<file path="src/rtl/scan_chain_ctrl.sv">
// scan_chain_ctrl: on-chip initiator for the my_reg scan chain.
// One start pulse shifts a pattern in (LSB first), pulses one capture cycle,
// then shifts the response out into `captured`.
// Optional feature macro: SCAN_COMPARE_EN adds a masked compare of the
// response against an expected vector (pass / fail_count). Without it,
// expect_vec and mask are ignored, and pass reads 1 from the first DONE.
// Note: the expected-vector port is named expect_vec because `expect` is a
// reserved word in SystemVerilog.
module scan_chain_ctrl #(
  parameter int CHAIN_LEN = 32,
  parameter int CNT_W     = 6
) (
  input  logic                 clk,
  input  logic                 reset,
  input  logic                 start,
  input  logic [CHAIN_LEN-1:0] pattern,
  input  logic [CHAIN_LEN-1:0] expect_vec,
  input  logic [CHAIN_LEN-1:0] mask,
  input  logic                 scan_out0,
  output logic                 scan_in0,
  output logic                 scan_en,
  output logic                 test_mode,
  output logic                 busy,
  output logic                 done,
  output logic [CHAIN_LEN-1:0] captured,
  output logic                 pass,
  output logic [CNT_W-1:0]     fail_count
);

  localparam logic [2:0] S_IDLE      = 3'd0;
  localparam logic [2:0] S_SHIFT_IN  = 3'd1;
  localparam logic [2:0] S_CAPTURE   = 3'd2;
  localparam logic [2:0] S_SHIFT_OUT = 3'd3;
  localparam logic [2:0] S_DONE      = 3'd4;

  localparam logic [CNT_W-1:0] LAST_BIT = CNT_W'(CHAIN_LEN - 1);

  logic [2:0]           state_q, state_d;
  logic [CNT_W-1:0]     cnt_q, cnt_d;
  logic [CHAIN_LEN-1:0] pat_q, pat_d;
  logic [CHAIN_LEN-1:0] cap_q, cap_d;
  logic                 pass_q, pass_d;

`ifdef SCAN_COMPARE_EN
  logic [CHAIN_LEN-1:0] exp_q, exp_d;
  logic [CHAIN_LEN-1:0] mask_q, mask_d;
  logic [CNT_W-1:0]     fcnt_q, fcnt_d;

  // Mismatch counter never wraps back to zero, so pass cannot be faked by overflow.
  function automatic logic [CNT_W-1:0] sat_inc(input logic [CNT_W-1:0] v);
    return (&v) ? v : v + 1'b1;
  endfunction
`else
  logic unused_cmp_inputs;
  assign unused_cmp_inputs = ^{expect_vec, mask};
`endif

  // Next-state, counter and datapath: pattern/expect/mask are shifted right so bit 0 is always current.
  always_comb begin
    state_d = state_q;
    cnt_d   = cnt_q;
    pat_d   = pat_q;
    cap_d   = cap_q;
    pass_d  = pass_q;
`ifdef SCAN_COMPARE_EN
    exp_d   = exp_q;
    mask_d  = mask_q;
    fcnt_d  = fcnt_q;
`endif
    case (state_q)
      S_IDLE: begin
        if (start) begin
          pat_d   = pattern;
          cnt_d   = '0;
          state_d = S_SHIFT_IN;
`ifdef SCAN_COMPARE_EN
          exp_d   = expect_vec;
          mask_d  = mask;
          fcnt_d  = '0;
`endif
        end
      end
      S_SHIFT_IN: begin
        pat_d = pat_q >> 1;
        if (cnt_q == LAST_BIT) begin
          cnt_d   = '0;
          state_d = S_CAPTURE;
        end else begin
          cnt_d = cnt_q + 1'b1;
        end
      end
      S_CAPTURE: begin
        cnt_d   = '0;
        state_d = S_SHIFT_OUT;
      end
      S_SHIFT_OUT: begin
        // First bit out lands in captured[0] after CHAIN_LEN right-shifts.
        cap_d = {scan_out0, cap_q[CHAIN_LEN-1:1]};
`ifdef SCAN_COMPARE_EN
        exp_d  = exp_q >> 1;
        mask_d = mask_q >> 1;
        if (mask_q[0] && (scan_out0 != exp_q[0])) fcnt_d = sat_inc(fcnt_q);
`endif
        if (cnt_q == LAST_BIT) begin
          cnt_d   = '0;
          state_d = S_DONE;
`ifdef SCAN_COMPARE_EN
          pass_d  = (fcnt_d == '0);
`else
          pass_d  = 1'b1;
`endif
        end else begin
          cnt_d = cnt_q + 1'b1;
        end
      end
      S_DONE:  state_d = S_IDLE;
      default: state_d = S_IDLE;
    endcase
  end

  // Control and result registers; reset discards any partial capture.
  always_ff @(posedge clk) begin
    if (reset) begin
      state_q <= S_IDLE;
      cnt_q   <= '0;
      cap_q   <= '0;
      pass_q  <= 1'b0;
`ifdef SCAN_COMPARE_EN
      fcnt_q  <= '0;
`endif
    end else begin
      state_q <= state_d;
      cnt_q   <= cnt_d;
      cap_q   <= cap_d;
      pass_q  <= pass_d;
`ifdef SCAN_COMPARE_EN
      fcnt_q  <= fcnt_d;
`endif
    end
  end

  // Latched request vectors; only meaningful once a start has been accepted.
  always_ff @(posedge clk) begin
    pat_q  <= pat_d;
`ifdef SCAN_COMPARE_EN
    exp_q  <= exp_d;
    mask_q <= mask_d;
`endif
  end

  assign scan_en    = (state_q == S_SHIFT_IN) || (state_q == S_SHIFT_OUT);
  assign scan_in0   = (state_q == S_SHIFT_IN) && pat_q[0];
  assign busy       = (state_q != S_IDLE);
  assign test_mode  = busy;
  assign done       = (state_q == S_DONE);
  assign captured   = cap_q;
  assign pass       = pass_q;
`ifdef SCAN_COMPARE_EN
  assign fail_count = fcnt_q;
`else
  assign fail_count = '0;
`endif

endmodule
</file>
<file path="config.mk">
export PLATFORM = sky130hd
export DESIGN_NAME = scan_chain_ctrl
export DESIGN_NICKNAME = d
export VERILOG_FILES = /design/src/rtl/scan_chain_ctrl.sv
export SDC_FILE = /design/constraint.sdc
export NUM_CORES = 1
export LEC_CHECK = 0
export CORE_MARGIN = 5
export CORE_UTILIZATION = 41
export CTS_BUF_LIST = sky130_fd_sc_hd__clkbuf_16
export DETAILED_ROUTE_END_ITERATION = 8
export HOLD_SLACK_MARGIN = 0.06
export PLACE_DENSITY = 0.8
export SLEW_MARGIN = 5
export SYNTH_ARGS = -nofsm -noshare
export SYNTH_HDL_FRONTEND = slang
export SYNTH_SLANG_ARGS = --single-unit
</file>
<file path="constraint.sdc">
create_clock -name clk -period 4.7 [get_ports clk]
set_input_delay 0.705 -clock clk [delete_from_list [all_inputs] [get_ports clk]]
set_output_delay 0.705 -clock clk [all_outputs]
set_load 0.1 [all_outputs]
</file>
### Yosys cells after proc, flatten, opt, wreduce, memory -nomap -nowiden

Index checks and enable logic that the tools add are counted.

| storage, ports and cells | value |
|---|---|
| flip-flop bits (word level) | 74 |
| input port bits | 100 |
| word-level logic and storage cells | 34 |

| operators by class | value |
|---|---|
| $add $sub $neg | 1 |
| eq/ne operators | 8 |
| mux-type cells | 9 |
| reductions and logical operators | 11 |

Operators by type and width:

| cell | count |
|---|---|
| $pmux W32 S2 | 1 |
| $mux W32 | 1 |
| $pmux W6 S3 | 1 |
| $mux W6 | 2 |
| $pmux W3 S4 | 1 |
| $mux W3 | 3 |
| $add A6 B1 Y6 const B | 1 |
| $eq A3 B2 Y1 const B | 2 |
| $eq A6 B5 Y1 const B | 1 |
| $ne A2 B2 Y1 const B | 3 |
| $reduce_and A2 Y1 | 3 |
| $reduce_bool A3 Y1 | 2 |
| $eq A3 B1 Y1 const B | 1 |
| $eq A3 B3 Y1 const B | 1 |
| $logic_not A3 Y1 | 1 |
| $reduce_and A3 Y1 | 1 |
| $reduce_bool A2 Y1 | 1 |
| $reduce_or A2 Y1 | 1 |
| $logic_and A1 B1 Y1 | 1 |
| $logic_or A1 B1 Y1 | 1 |

### Longest topological paths before layout

| logic depth | value |
|---|---|
| depth in word-level cells | 4 |
| mapped depth | 6 |

### Least setup slack after synthesis

Ideal clock, no wire load.

| path | value |
|---|---|
| path kind | input to register |
| start point | in start |
| end point | reg pat_q[0], enable pin |
| library setup time | 0.470 ns |
| data arrival time | 3.187 ns |
| data required time | 4.230 ns |
| slack | 1.042 ns |
| stages on the path | 2 |
| path through | inv_1 > a211oi_1 |

| on the way | value |
|---|---|
| word-level cells in the longest chain between the ends | 2 |

RTL lines:

| item | line | source |
|---|---|---|
| start, declared | 15 | `input logic start,` |
| $ne A2 B2 Y1 (no source line) | - |  |
| $reduce_and A2 Y1 (no source line) | - |  |
| end signal, assigned | 144 | `pat_q <= pat_d;` |
| end, declared | 40 | `logic [CHAIN_LEN-1:0] pat_q, pat_d;` |

Every way passes these cells.
A chain may end at the register's enable or synchronous reset.

### Worst setup path in the final report

| path | value |
|---|---|
| start point | reg state_q[2] |
| end point | out done |

| on the way | value |
|---|---|
| word-level cells in the longest chain between the ends | 1 |

RTL lines:

| item | line | source |
|---|---|---|
| start, declared | 38 | `logic [2:0] state_q, state_d;` |
| start signal, assigned | 132 | `state_q <= state_d;` |
| $eq A3 B3 Y1 | 155 | `assign done = (state_q == S_DONE);` |
| end, declared | 24 | `output logic done,` |

Every way passes these cells.

==> reports/results.ini <==
[timing]
min_period_ns=3.21
fmax_ghz=0.312
report.final.slew_viol_count=0
fin_tns_setup_ns=0
worst_clock_skew_ns=0.00409
relSlewSlack_pct=16.7
tightest_slew_ns=1.25
hold_viol_final=0
setup_violations=0
rsz0062_at_grt=no
fin_ws_ns=1.49
finalCritPeriodShare_pct=68.3

[detailed_routing]
drc=0
routedWlPerCell_um=14.7
first_iter_violations=72
via_per_inst=5.03
wl_um=6580
firstDrtPassIters=4
dr_total_vias=2247
antenna_left=0

[synthesis]
synth_common_cells=nand2_1 (64), dfxtp_1 (42), a21oi_1 (33), edfxtp_1 (32), mux2_2 (30)
synth_edf_count=32
syn_area_mm2=0.00307
synthMuxAreaShare_pct=11.4
synth_compound_area_share_pct=9.32
synth_area_leaders=edfxtp_1 (31%), dfxtp_1 (27%), mux2_2 (11%)
synthDistinctLibCells=39
synthArstFlopShare_pct=0
synthSimpleGateAreaFrac_pct=14.4
synthAdderAreaFrac_pct=0.407
synth_most_common_cell=nand2_1
synthXorXnorAreaFrac_pct=0
seq_area_frac_synth_pct=58.6
ys_warn_count=0
synth_top_cell_by_area=edfxtp_1
syn_area_per_cell_um2=11.1
synth_top_family_by_area=simple AND/OR/NAND/NOR gates
synth_flop_cell=dfxtp_1
synthCells=278
synth-seq-cells=74
netlist.area_leader.share_pct=31.3

[die]
floorplan.initialDensity_pct=42.2
core_mm2=0.00729
num_rows=31
die-area_mm2=0.00933
die_w_um=96.6
io_pins=144
die_y_um=96.6

[cts]
numCtsBuffers=9
numClockSinks=74
h-tree-depth=3
clockBufferDepth=2
post_cts_buffers=0
path_clk_slew_ns=0.05
cts_tree=yes
postCtsHoldBufs=0
clk_latency_ns=0.32
ctsRootBufferMaster=clkbuf_16
cts_resized=0

[pwr]
power_density_mw_per_mm2=380
power_leakage_nw=1.42
ir_drop_uv=188
power_mw=1.58

[final_layout]
fillerInstances=654
layout.cells.non_filler=447
synthToLayoutAreaGrowth_pct=34.8
multiInputGateArea_mm2=0.00113
drive_gt1_share_pct=16.1
diodes=0
final_nets=444
register_area_mm2=0.00180

[global_routing]
grt_pass1_vias=2261
grt_first_pass_wirelength_um=10600
grt-ovfl-total=0
grt_antenna_before_repair=0
grt_max_degree=36
track_usage_pct=14.7

[setup_path]
crit_end=done
end_kind=output port
setup.worst_path.class=register to output port
critPathSlowestCell=clkdlybuf4s50_1
startpoint_type=register
cp_data_required_time_ns=3.99
critPathLaunch=state_q[2]
crit_arrival_ns=2.50
timing.rr.end=pass
r2r_slack_ns=2.27
cp_slowest_stage_delay_ns=1.20
path_max_fanout=19
crit_chain=nor3b_1 > clkdlybuf4s50_1
reg2regPathDepth=3
reg2reg_from=state_q[2]

[min_path]
min_path_type=register to register

[placed_design]
place_ws_ns=1.84
dpl.cell_count=431
io_buffers=73
globalplace.congestion=0.777
place_hpwl_um=4440

[outcome]
run_status=complete, no violations

[flow_run]
maxCapViolations=0

-- state kept, by name (all words and copies together) (netlist names) --
signal,count
pass,1
state_q,3
pat_q,32
captured,32
cnt_q,6
-- final cells by class --
type,count,area share [%]
clock buffer,11,6.64
multi-input combinational,177,27.2
inverter,5,0.453
clock inverter,5,1.18
tap,99,2.99
timing repair buffer,76,18.1
sequential,74,43.5
-- how the worst min path moves through the flow --
| stage | startpoint | to | slack (ns) | depth (start not counted) |
|---|---|---|---|---|
| after floorplan | cnt_q[5] | cnt_q[5] | 0.47 | 2 |
| after CTS | pass | pass | 0.45 | 2 |
| final | pass | pass | 0.45 | 2 |
| after global routing | pass | pass | 0.46 | 2 |
| after global placement | pass | pass | 0.44 | 2 |
| after detailed placement | pass | pass | 0.44 | 2 |
-- cells by family (layout without fill, tap and decap cells) --
| group | count (synthesis) | after routing |
|---|---|---|
| compound gates | 49 | 49 |
| other cells | 1 | 6 |
| fa+ha+maj | 1 | 1 |
| buf+inv | 32 | 97 |
| mux | 31 | 31 |
| flops | 74 | 74 |
| simple gates | 90 | 90 |
-- cells in the final DEF, fill, tap and decap left out, types with 2 or more instances in the layout --
master	count
a21oi_1	33
a221oi_1	4
buf_4	4
clkbuf_16	11
clkdlybuf4s50_1	72
conb_1	6
dfxtp_1	42
edfxtp_1	32
inv_1	5
inv_2	2
mux2_2	30
nand2_1	64
nand3_1	2
nor2_1	2
nor2b_1	2
o21ai_0	4
o31ai_1	4
or3_1	3
or4_1	4
-- metal layers --
metal	GRT usage (%)	vias up	share of wire (%)
met2	23.4	71	46
met4	5.61	0	0.84
met3	7.28	5	11
met1	17.0	1073	42
met5	0	-	0
li1	-	1098	-
-- metrics by stage --
stage               cell area, um^2  utilization [%]  hold WS, ns
global route                   4150             56.8        0.462
finish                         4150             56.8        0.447
global placement               3820             52.4        0.443
CTS                            4150             56.8        0.451
floorplan                      3090                -        0.469
detailed placement             3820             52.4        0.441
-- worst max-delay path: cells and delay by family (launching register included) --
kind                   cells  cell delay (ns)
AND/OR/NAND/NOR            1             0.25
flip-flops                 1             0.73
buffers and inverters      1             1.20
-- power breakdown --
part           leakage (nW)  switching (mW)  total (mW)  internal [mW]
registers             0.661         0.00956       0.721          0.712
logic                 0.595          0.0798       0.142         0.0621
clock network         0.161           0.243       0.713          0.470
total                  1.42           0.333        1.58           1.24
No activity file was read; power rests on OpenSTA's default activity.
